==> src/rtl/axis_mux_pkg.sv <==
// Shared types, arbitration constants and the round-robin search helper
// for the packet-aware AXI-Stream mux.
package axis_mux_pkg;

  typedef enum logic [0:0] {
    IDLE = 1'b0,
    PASS = 1'b1
  } state_t;

  localparam int unsigned ARB_SELECT = 0;
  localparam int unsigned ARB_RR     = 1;
  localparam int unsigned MAX_INPUTS = 16;

  // Returns {found, index}: first valid channel after ptr, wrapping modulo n.
  function automatic logic [4:0] next_rr_grant(input logic [MAX_INPUTS-1:0] valid,
                                               input logic [3:0]            ptr,
                                               input int unsigned           n);
    logic [4:0] res;
    logic [3:0] idx;
    res = '0;
    for (int unsigned k = 1; k <= MAX_INPUTS; k++) begin
      idx = 4'((32'(ptr) + k) % n);
      if (k <= n && !res[4] && valid[idx]) begin
        res = {1'b1, idx};
      end
    end
    return res;
  endfunction

endpackage

==> src/rtl/axis_skid_buf.sv <==
// Two-entry skid buffer: upstream ready is a flop, full throughput,
// payload held stable while the sink stalls.
module axis_skid_buf #(
  parameter int unsigned WIDTH = 9
) (
  input  logic             clk,
  input  logic             reset_n,
  input  logic [WIDTH-1:0] in_data_i,
  input  logic             in_valid_i,
  output logic             in_ready_o,
  output logic [WIDTH-1:0] out_data_o,
  output logic             out_valid_o,
  input  logic             out_ready_i
);

  logic [WIDTH-1:0] out_data_q;
  logic [WIDTH-1:0] skid_data_q;
  logic             out_valid_q;
  logic             skid_valid_q;
  logic             push;

  // Full only when the skid slot holds a beat.
  assign in_ready_o = !skid_valid_q;
  assign push       = in_valid_i && !skid_valid_q;

  always_ff @(posedge clk or negedge reset_n) begin
    if (!reset_n) begin
      out_data_q   <= '0;
      skid_data_q  <= '0;
      out_valid_q  <= 1'b0;
      skid_valid_q <= 1'b0;
    end else if (!out_valid_q || out_ready_i) begin
      if (skid_valid_q) begin
        out_data_q   <= skid_data_q;
        out_valid_q  <= 1'b1;
        skid_valid_q <= 1'b0;
      end else begin
        out_valid_q <= push;
        if (push) begin
          out_data_q <= in_data_i;
        end
      end
    end else if (push) begin
      skid_data_q  <= in_data_i;
      skid_valid_q <= 1'b1;
    end
  end

  assign out_data_o  = out_data_q;
  assign out_valid_o = out_valid_q;

endmodule

==> src/rtl/axis_pkt_mux_n.sv <==
// Packet-aware N:1 AXI-Stream mux; the channel is chosen per packet from a
// select stream or by round-robin, and switches only after tlast.
module axis_pkt_mux_n
  import axis_mux_pkg::*;
#(
  parameter int unsigned  NUM_INPUTS = 4,
  parameter int unsigned  DATA_WIDTH = 8,
  parameter int unsigned  ARB_MODE   = ARB_SELECT,
  localparam int unsigned SEL_WIDTH  = $clog2(NUM_INPUTS)
) (
  input  logic                             clk,
  input  logic                             reset_n,
  input  logic [SEL_WIDTH-1:0]             sel_tdata,
  input  logic                             sel_tvalid,
  output logic                             sel_tready,
  input  logic [NUM_INPUTS*DATA_WIDTH-1:0] input_tdata,
  input  logic [NUM_INPUTS-1:0]            input_tvalid,
  input  logic [NUM_INPUTS-1:0]            input_tlast,
  output logic [NUM_INPUTS-1:0]            input_tready,
  output logic [DATA_WIDTH-1:0]            output_data,
  output logic                             output_valid,
  output logic                             output_last,
  input  logic                             output_ready,
  output logic [SEL_WIDTH-1:0]             active_ch,
  output logic                             busy,
  output logic                             sel_err
);

  state_t                state_q;
  logic [SEL_WIDTH-1:0]  active_q;
  logic [SEL_WIDTH-1:0]  rr_q;
  logic                  sel_ready_q;
  logic                  sel_err_q;
  logic                  buf_ready;
  logic                  beat_valid;
  logic                  beat_last;
  logic                  beat_xfer;
  logic                  sel_fire;
  logic                  sel_in_range;
  logic [4:0]            rr_res;
  logic [DATA_WIDTH-1:0] beat_data;
  logic [DATA_WIDTH:0]   out_payload;

  assign beat_data    = input_tdata[active_q*DATA_WIDTH +: DATA_WIDTH];
  assign beat_last    = input_tlast[active_q];
  assign beat_valid   = (state_q == PASS) && input_tvalid[active_q];
  assign beat_xfer    = beat_valid && buf_ready;
  assign sel_fire     = sel_tvalid && sel_ready_q;
  assign sel_in_range = 32'(sel_tdata) < NUM_INPUTS;
  assign rr_res       = next_rr_grant(MAX_INPUTS'(input_tvalid), 4'(rr_q), NUM_INPUTS);

  // Only the granted channel ever sees ready.
  always_comb begin
    input_tready = '0;
    if (state_q == PASS) begin
      input_tready[active_q] = buf_ready;
    end
  end

  always_ff @(posedge clk or negedge reset_n) begin
    if (!reset_n) begin
      state_q     <= IDLE;
      active_q    <= '0;
      rr_q        <= SEL_WIDTH'(NUM_INPUTS - 1);
      sel_ready_q <= 1'b0;
      sel_err_q   <= 1'b0;
    end else begin
      sel_err_q <= 1'b0;
      unique case (state_q)
        IDLE: begin
          if (ARB_MODE == ARB_RR) begin
            if (rr_res[4]) begin
              active_q <= SEL_WIDTH'(rr_res[3:0]);
              state_q  <= PASS;
            end
          end else begin
            sel_ready_q <= 1'b1;
            if (sel_fire) begin
              if (sel_in_range) begin
                active_q    <= sel_tdata;
                state_q     <= PASS;
                sel_ready_q <= 1'b0;
              end else begin
                sel_err_q <= 1'b1;
              end
            end
          end
        end
        PASS: begin
          if (beat_xfer && beat_last) begin
            state_q     <= IDLE;
            rr_q        <= active_q;
            sel_ready_q <= (ARB_MODE == ARB_SELECT);
          end
        end
      endcase
    end
  end

  axis_skid_buf #(
    .WIDTH(DATA_WIDTH + 1)
  ) u_out_buf (
    .clk        (clk),
    .reset_n    (reset_n),
    .in_data_i  ({beat_last, beat_data}),
    .in_valid_i (beat_valid),
    .in_ready_o (buf_ready),
    .out_data_o (out_payload),
    .out_valid_o(output_valid),
    .out_ready_i(output_ready)
  );

  assign output_data = out_payload[DATA_WIDTH-1:0];
  assign output_last = out_payload[DATA_WIDTH];
  assign sel_tready  = sel_ready_q;
  assign active_ch   = active_q;
  assign busy        = (state_q == PASS);
  assign sel_err     = sel_err_q;

endmodule

==> config.mk <==
export PLATFORM = sky130hd
export DESIGN_NAME = axis_pkt_mux_n
export DESIGN_NICKNAME = d
export VERILOG_FILES = /design/src/rtl/axis_mux_pkg.sv /design/src/rtl/axis_skid_buf.sv /design/src/rtl/axis_pkt_mux_n.sv
export SDC_FILE = /design/constraint.sdc
export NUM_CORES = 1
export LEC_CHECK = 0
export BUFFER_PORTS_ARGS = -buffer_cell sky130_fd_sc_hd__clkbuf_2
export CAP_MARGIN = 20
export CORE_MARGIN = 5
export CORE_UTILIZATION = 35
export CTS_BUF_LIST = sky130_fd_sc_hd__clkbuf_4 sky130_fd_sc_hd__clkbuf_8
export DETAILED_ROUTE_END_ITERATION = 16
export GPL_TIMING_DRIVEN = 0
export PLACE_DENSITY = 0.65
export SETUP_SLACK_MARGIN = 0.2
export SYNTH_ARGS = -nofsm -noshare
export SYNTH_HDL_FRONTEND = slang
export SYNTH_SLANG_ARGS = --single-unit
==> constraint.sdc <==
create_clock -name clk -period 1.82 [get_ports clk]
set_clock_uncertainty 0.05 [all_clocks]
set_input_delay 0 -clock clk [delete_from_list [all_inputs] [get_ports clk]]
set_output_delay 0 -clock clk [all_outputs]
set_load 0.05 [all_outputs]
* Yosys cells after proc, flatten, opt, wreduce, memory -nomap -nowiden
Cells that the tools add are included.
** Operators by class
- Order comparisons :: 2
- Eq/ne operators :: 1
- Shift-type cells :: 1
- Mux-type cells :: 18
- Bitwise operators :: 3
- Reduce and logical (&&, ||, !) cells :: 13
** Operator list (number)
- 32-bit by 6-bit indexed part select with 8-bit output :: 1
- 9-bit 2-to-1 mux :: 2
- 1-bit 2-to-1 mux :: 10
- 2-bit AND reduction :: 3
- 1-bit logical AND :: 5
- 4-bit AND :: 1
- 1-bit binary-select mux with 2-bit select :: 2
- 4-bit 2-to-1 mux :: 1
- 1-bit one-hot mux with 2 select lines :: 2
- 2-bit nonzero test :: 2
- 2-bit by 3-bit less-than comparator with 1-bit output, second input constant :: 1
- 1-bit demux with 2-bit select :: 1
- 2-bit by 1-bit greater-or-equal comparator with 1-bit output, second input constant :: 1
- 1-bit zero test :: 2
- 2-bit by 1-bit != test with 1-bit output, second input constant :: 1
- 1-bit inverter :: 2
- 1-bit logical OR :: 1
** Word-level totals
- Register bits :: 24
- Bits of input ports :: 46
- Logic and storage cells :: 45

* Depth between registers and ports, before layout
- Word-level depth :: 7
- Gate-level depth with buffers :: 6

* Cells and area by module
Synthesis repeated with hierarchy kept, for this count alone.
** Unflattened totals
- Cell total of the unflattened synthesis :: 100
- Area total of the unflattened synthesis :: 1430.1 sq um
** Modules (own cells, without submodules)
- axis_skid_buf :: times used 1, cells each 57, area an instance 948.4 sq um, seq. area each 500.5 sq um
- axis_pkt_mux_n :: times used 1, cells each 43, area an instance 481.7 sq um, seq. area each 100.1 sq um

* Least setup slack after synthesis
Ideal clock, no wire load.
- Kind :: register to output
- From :: register active_q[0], in the netlist active_ch[0]
- To :: output port input_tready[0]
- Arrival :: 2.130 ns
- Required time :: 1.770 ns
- Slack :: -0.360 ns
- Cell stages (with the launch flop) :: 4
- Cells stage by stage :: dfrtp_1 -> buf_4 -> buf_2 -> nor3b_1
** Between the ends
- Cells in the longest elaborated chain, start to end :: 6
- Elaborated cells on any way between the ends :: 7
- Classes of those cells :: 2 x order compare; 3 x mux; 1 x bitwise; 1 x reduce/logical
** RTL lines
- from (decl) :: RTL line axis_pkt_mux_n.sv:30 : logic [SEL_WIDTH-1:0] active_q;
- from (signal assigned) :: RTL line axis_pkt_mux_n.sv:73 : active_q <= SEL_WIDTH'(rr_res[3:0]);
- from (signal assigned) :: RTL line axis_pkt_mux_n.sv:80 : active_q <= sel_tdata;
- 2-bit by 3-bit less-than comparator with 1-bit output (implied by the code) or 2-bit by 1-bit greater-or-equal comparator with 1-bit output (tied branches) :: RTL line axis_pkt_mux_n.sv:56 : input_tready[active_q] = buf_ready;
- 1-bit logical AND (implied by the code) :: RTL line axis_pkt_mux_n.sv:56
- 1-bit 2-to-1 mux (implied by the code) :: RTL line axis_pkt_mux_n.sv:56
- 1-bit demux with 2-bit select (*) :: RTL line axis_pkt_mux_n.sv:56
- 4-bit AND (no line) (*)
- 4-bit 2-to-1 mux (*) :: RTL line axis_pkt_mux_n.sv:55 : if (state_q == PASS) begin
- to (decl) :: RTL line axis_pkt_mux_n.sv:19 : output logic [NUM_INPUTS-1:0] input_tready,
Every way passes the cells marked *; elsewhere a longest branch is shown, timed or not.

* Final worst setup path
- From :: register active_q[0], in the netlist active_ch[0]
- To :: register u_out_buf.out_data_q[7], in the netlist u_out_buf.out_data_o[7]
** Between the ends
- Cells in the longest elaborated chain, start to end :: 6
- Elaborated cells on any way between the ends :: 9
- Classes of those cells :: 1 x shift; 4 x mux; 4 x reduce/logical
** RTL lines
- parallel branches: the longest is 6 deep, another holds 32-bit by 6-bit indexed part select with 8-bit output
- to (signal assigned) :: RTL line axis_skid_buf.sv:34 : out_data_q <= skid_data_q;
- to (signal assigned) :: RTL line axis_skid_buf.sv:40 : out_data_q <= in_data_i;
- to (decl) :: RTL line axis_skid_buf.sv:16 : logic [WIDTH-1:0] out_data_q;
Several ways; the timed one is not identified. The select of a mux whose other input is x is not followed.
A chain may end at the register's enable or synchronous reset.

==> run_results.csv <==
group,metric,value,unit
logic_synthesis,synth_cell_type_count,26,
setup_path,critPathKind,"flip-flop to flip-flop",
setup_path,critical_path_endpoint_category,"flip-flop",
placement,dp.final_hpwl,2.854,mm
cts,clockRootBuffer,"clkbuf_8",
placement,dp.cells,258,
sta,finalWorstPathRequiredPeriod,1.763,ns
global_route,grt_pass1_wl,6.154,mm
global_route,grt_max_degree,25,
sta,slew_violations,0,
die,chipWidth,73.02,um
cts,clock_sink_count,24,
finish,antenna_cells_inserted,0,
finish,fin_nets,271,
sta,max_clk_rate,567.4,MHz
global_route,grt_antenna_before_repair,0,
logic_synthesis,warning_count_from_the_yosys_run,0,
finish,flow.area_growth_from_synthesis,45.63,%
logic_synthesis,synth.cell_area,1390,sq um
pwr,power.static_leakage,0.9911,nW
cts,htree_num_levels,1,
sta,tightestPinTransition,0.5956,ns
route,dr.first_iter.drc_count,50,
global_route,grt-ovfl-total,0,
die,core-area,3914,sq um
cts,cts_buffer_depth,2,
cts,numCtsBuffers,3,
setup_path,timing.critical_path.arrival,1.89,ns
run_status,run_status,"finished clean",
logic_synthesis,synth.ff_latch_count,24,
finish,stdcell_count,274,
sta,finalCritPeriodShare,96.84,%
worst_hold_path,timing.hold.worst.class,"primary input to flip-flop",
finish,post_route_cells_drive_above_1_share,49.55,%
setup_path,worstPathRequired,1.95,ns
placement,pre_cts_ws,0.02089,ns
cts,clkTransAtPathRegs,0.09,ns
cts,clk-insertion-delay-late,0.26,ns
route,firstDrtPassIters,4,
route,drt-total-wl,3.775,mm
sta,slew-limit-headroom,60.29,%
logic_synthesis,postSynthCellCount,145,
die,rows,23,
logic_synthesis,seq_area_frac_synth,43.20,%
route,route.detailed.drc,0,
sta,worst_hold_slack,0.01832,ns
sta,postLayoutSetupSlackWorst,0.05743,ns
sta,final-setup-viol-count,0,
cts,cts_tree,"built",
pwr,peak_supply_drop,0.0009901,V
die,io_pins,65,
setup_path,cp-start-kind,"flip-flop",
route,post_drt_wl_per_cell,13.78,um
route,detailroute.via_count,1317,
route,ant_nets,0,
pwr,totalPowerFinal,3.882,mW
logic_synthesis,post_synth.cell_area_avg,9.587,sq um
logic_synthesis,net_count_of_the_mapped_netlist,191,
setup_path,crit_fanout,4,
run,drv_cap,0,
placement,io_buffers,63,
die,initial_util,35.52,%
route,detail_route.vias_per_cell,4.807,
pwr,power.density,1917,nW/um^2
sta,rsz0062_at_grt,"yes",
die,dieHeight,73.02,um
die,die_area,5332,sq um
sta,timing_hold_violations_final,0,
global_route,grt_usage,14.61,%
global_route,grt_pass1_vias,1362,
placement,gpl.final_weighted_congestion,0.8022,
==> timing repair <==
action                                  CTS  global route
endpoints found under the setup margin   17            24
endpoints found under the hold margin    28             0
pin swaps                                 0             1
hold buffers                              4             0
resized for setup                         7            18
setup buffers                             6             0
cloned                                    2             0
==> cells in the mapped netlist, drive strengths merged <==
cell type / n / area, sq um
a21oi: 1 / 5.000
and3: 1 / 6.260
and3b: 1 / 8.760
buf: 8 / 48.79
clkbuf: 5 / 18.77
conb: 1 / 3.750
dfrtp: 24 / 600.6
mux2: 11 / 123.9
mux2i: 9 / 90.09
mux4: 2 / 45.04
nand2: 20 / 75.07
nand2b: 1 / 6.260
nand3: 1 / 5.000
nand3b: 2 / 15.01
nor2: 2 / 7.510
nor2b: 10 / 62.56
nor3b: 1 / 7.510
o21a: 1 / 7.510
o21ai: 26 / 130.1
o22ai: 8 / 50.05
o31ai: 8 / 60.06
or2: 2 / 12.52
==> cells in the final DEF, fill, tap and decap left out, drive strengths merged, types with 2 or more instances in the layout <==
master,synthesis,routed
dlygate4sd3,0,4
o21ai,26,26
nand2,20,20
clkbuf,5,70
mux2,11,11
dfrtp,24,24
mux4,2,2
nand3b,2,2
or2,2,2
o22ai,8,8
mux2i,9,9
nor2,2,2
nor2b,10,10
buf,8,18
o31ai,8,8
==> worst max-delay path, stage by stage (launching register included) <==
cell and delay (ns):
dfrtp_2 0.41, buf_6 0.12, mux4_2 0.36, a21oi_2 0.07, or2_1 0.25, buf_4 0.17
o31ai_2 0.24
==> worst paths after layout <==
check / depth (start not counted) / slack (ns) / to / from
worst max-delay path: 6 / 0.06 / u_out_buf.out_data_o[7] / active_ch[0]
worst min-delay path: 3 / 0.02 / busy / sel_tvalid
worst max register to register: 6 / 0.06 / u_out_buf.out_data_o[7] / active_ch[0]
worst min register to register: 2 / 0.43 / u_out_buf.skid_data_q[7] / u_out_buf.skid_data_q[7]
max in group asynchronous: 2 / 1.08 / active_ch[0] / reset_n
min in group asynchronous: 2 / 0.22 / active_ch[0] / reset_n
==> layer usage <==
| metal | track usage (%) | up-vias | wire length [um] | part of all wire [%] |
|---|---|---|---|---|
| li1 | - | 675 | - | - |
| met1 | 18.64 | 608 | 1658 | 44 |
| met2 | 25.22 | 30 | 1924 | 51 |
| met3 | 2.204 | 4 | 149 | 3.9 |
| met4 | 4.508 | 0 | 42 | 1.1 |
| met5 | 0 | - | 0 | 0 |
==> flip-flops by register name, summed over array words and instances (netlist names) <==
name / cells
u_out_buf.out_data_o: 9
u_out_buf.skid_data_q: 9
busy: 1
active_ch: 2
u_out_buf.out_valid_o: 1
u_out_buf.skid_valid_q: 1
sel_tready: 1
==> logic make-up (layout without fill, tap and decap cells) <==
group / Yosys count / in the layout / share of synthesized area, %
buffers and inverters: 13 / 92 / 4.860
multiplexers: 22 / 22 / 18.63
AND/OR/NAND/NOR: 41 / 41 / 14.85
other: 1 / 1 / 0.2698
AO/OA/AOI/OAI: 44 / 44 / 18.18
flip-flops: 24 / 24 / 43.20
==> power by group <==
group	leakage (nW)	switching (mW)	internal [mW]
registers	0.294	0.159	0.792
clock network	0.0262	0.167	0.171
logic	0.671	1.61	0.978
total	0.991	1.94	1.94
==> per-stage QoR <==
step / utilization [%] / area [sq um] / TNS (ns)
floorplan: - / 1430 / -0.2311
global placement: 46.20 / 1808 / 0
detailed placement: 46.20 / 1808 / 0
CTS: 50.42 / 1973 / 0
global route: 51.73 / 2024 / -0.01587
finish: 51.73 / 2024 / 0
==> area by class of cell <==
class | instances | area (sq um)
Fill cell | 386 | 1889
Multi-Input combinational cell | 108 | 795.8
Sequential cell | 24 | 601.8
Timing Repair Buffer | 75 | 426.7
Buffer | 13 | 88.84
Tap cell | 50 | 62.56
Clock buffer | 4 | 48.80
Power figures use the tool's default switching activity.
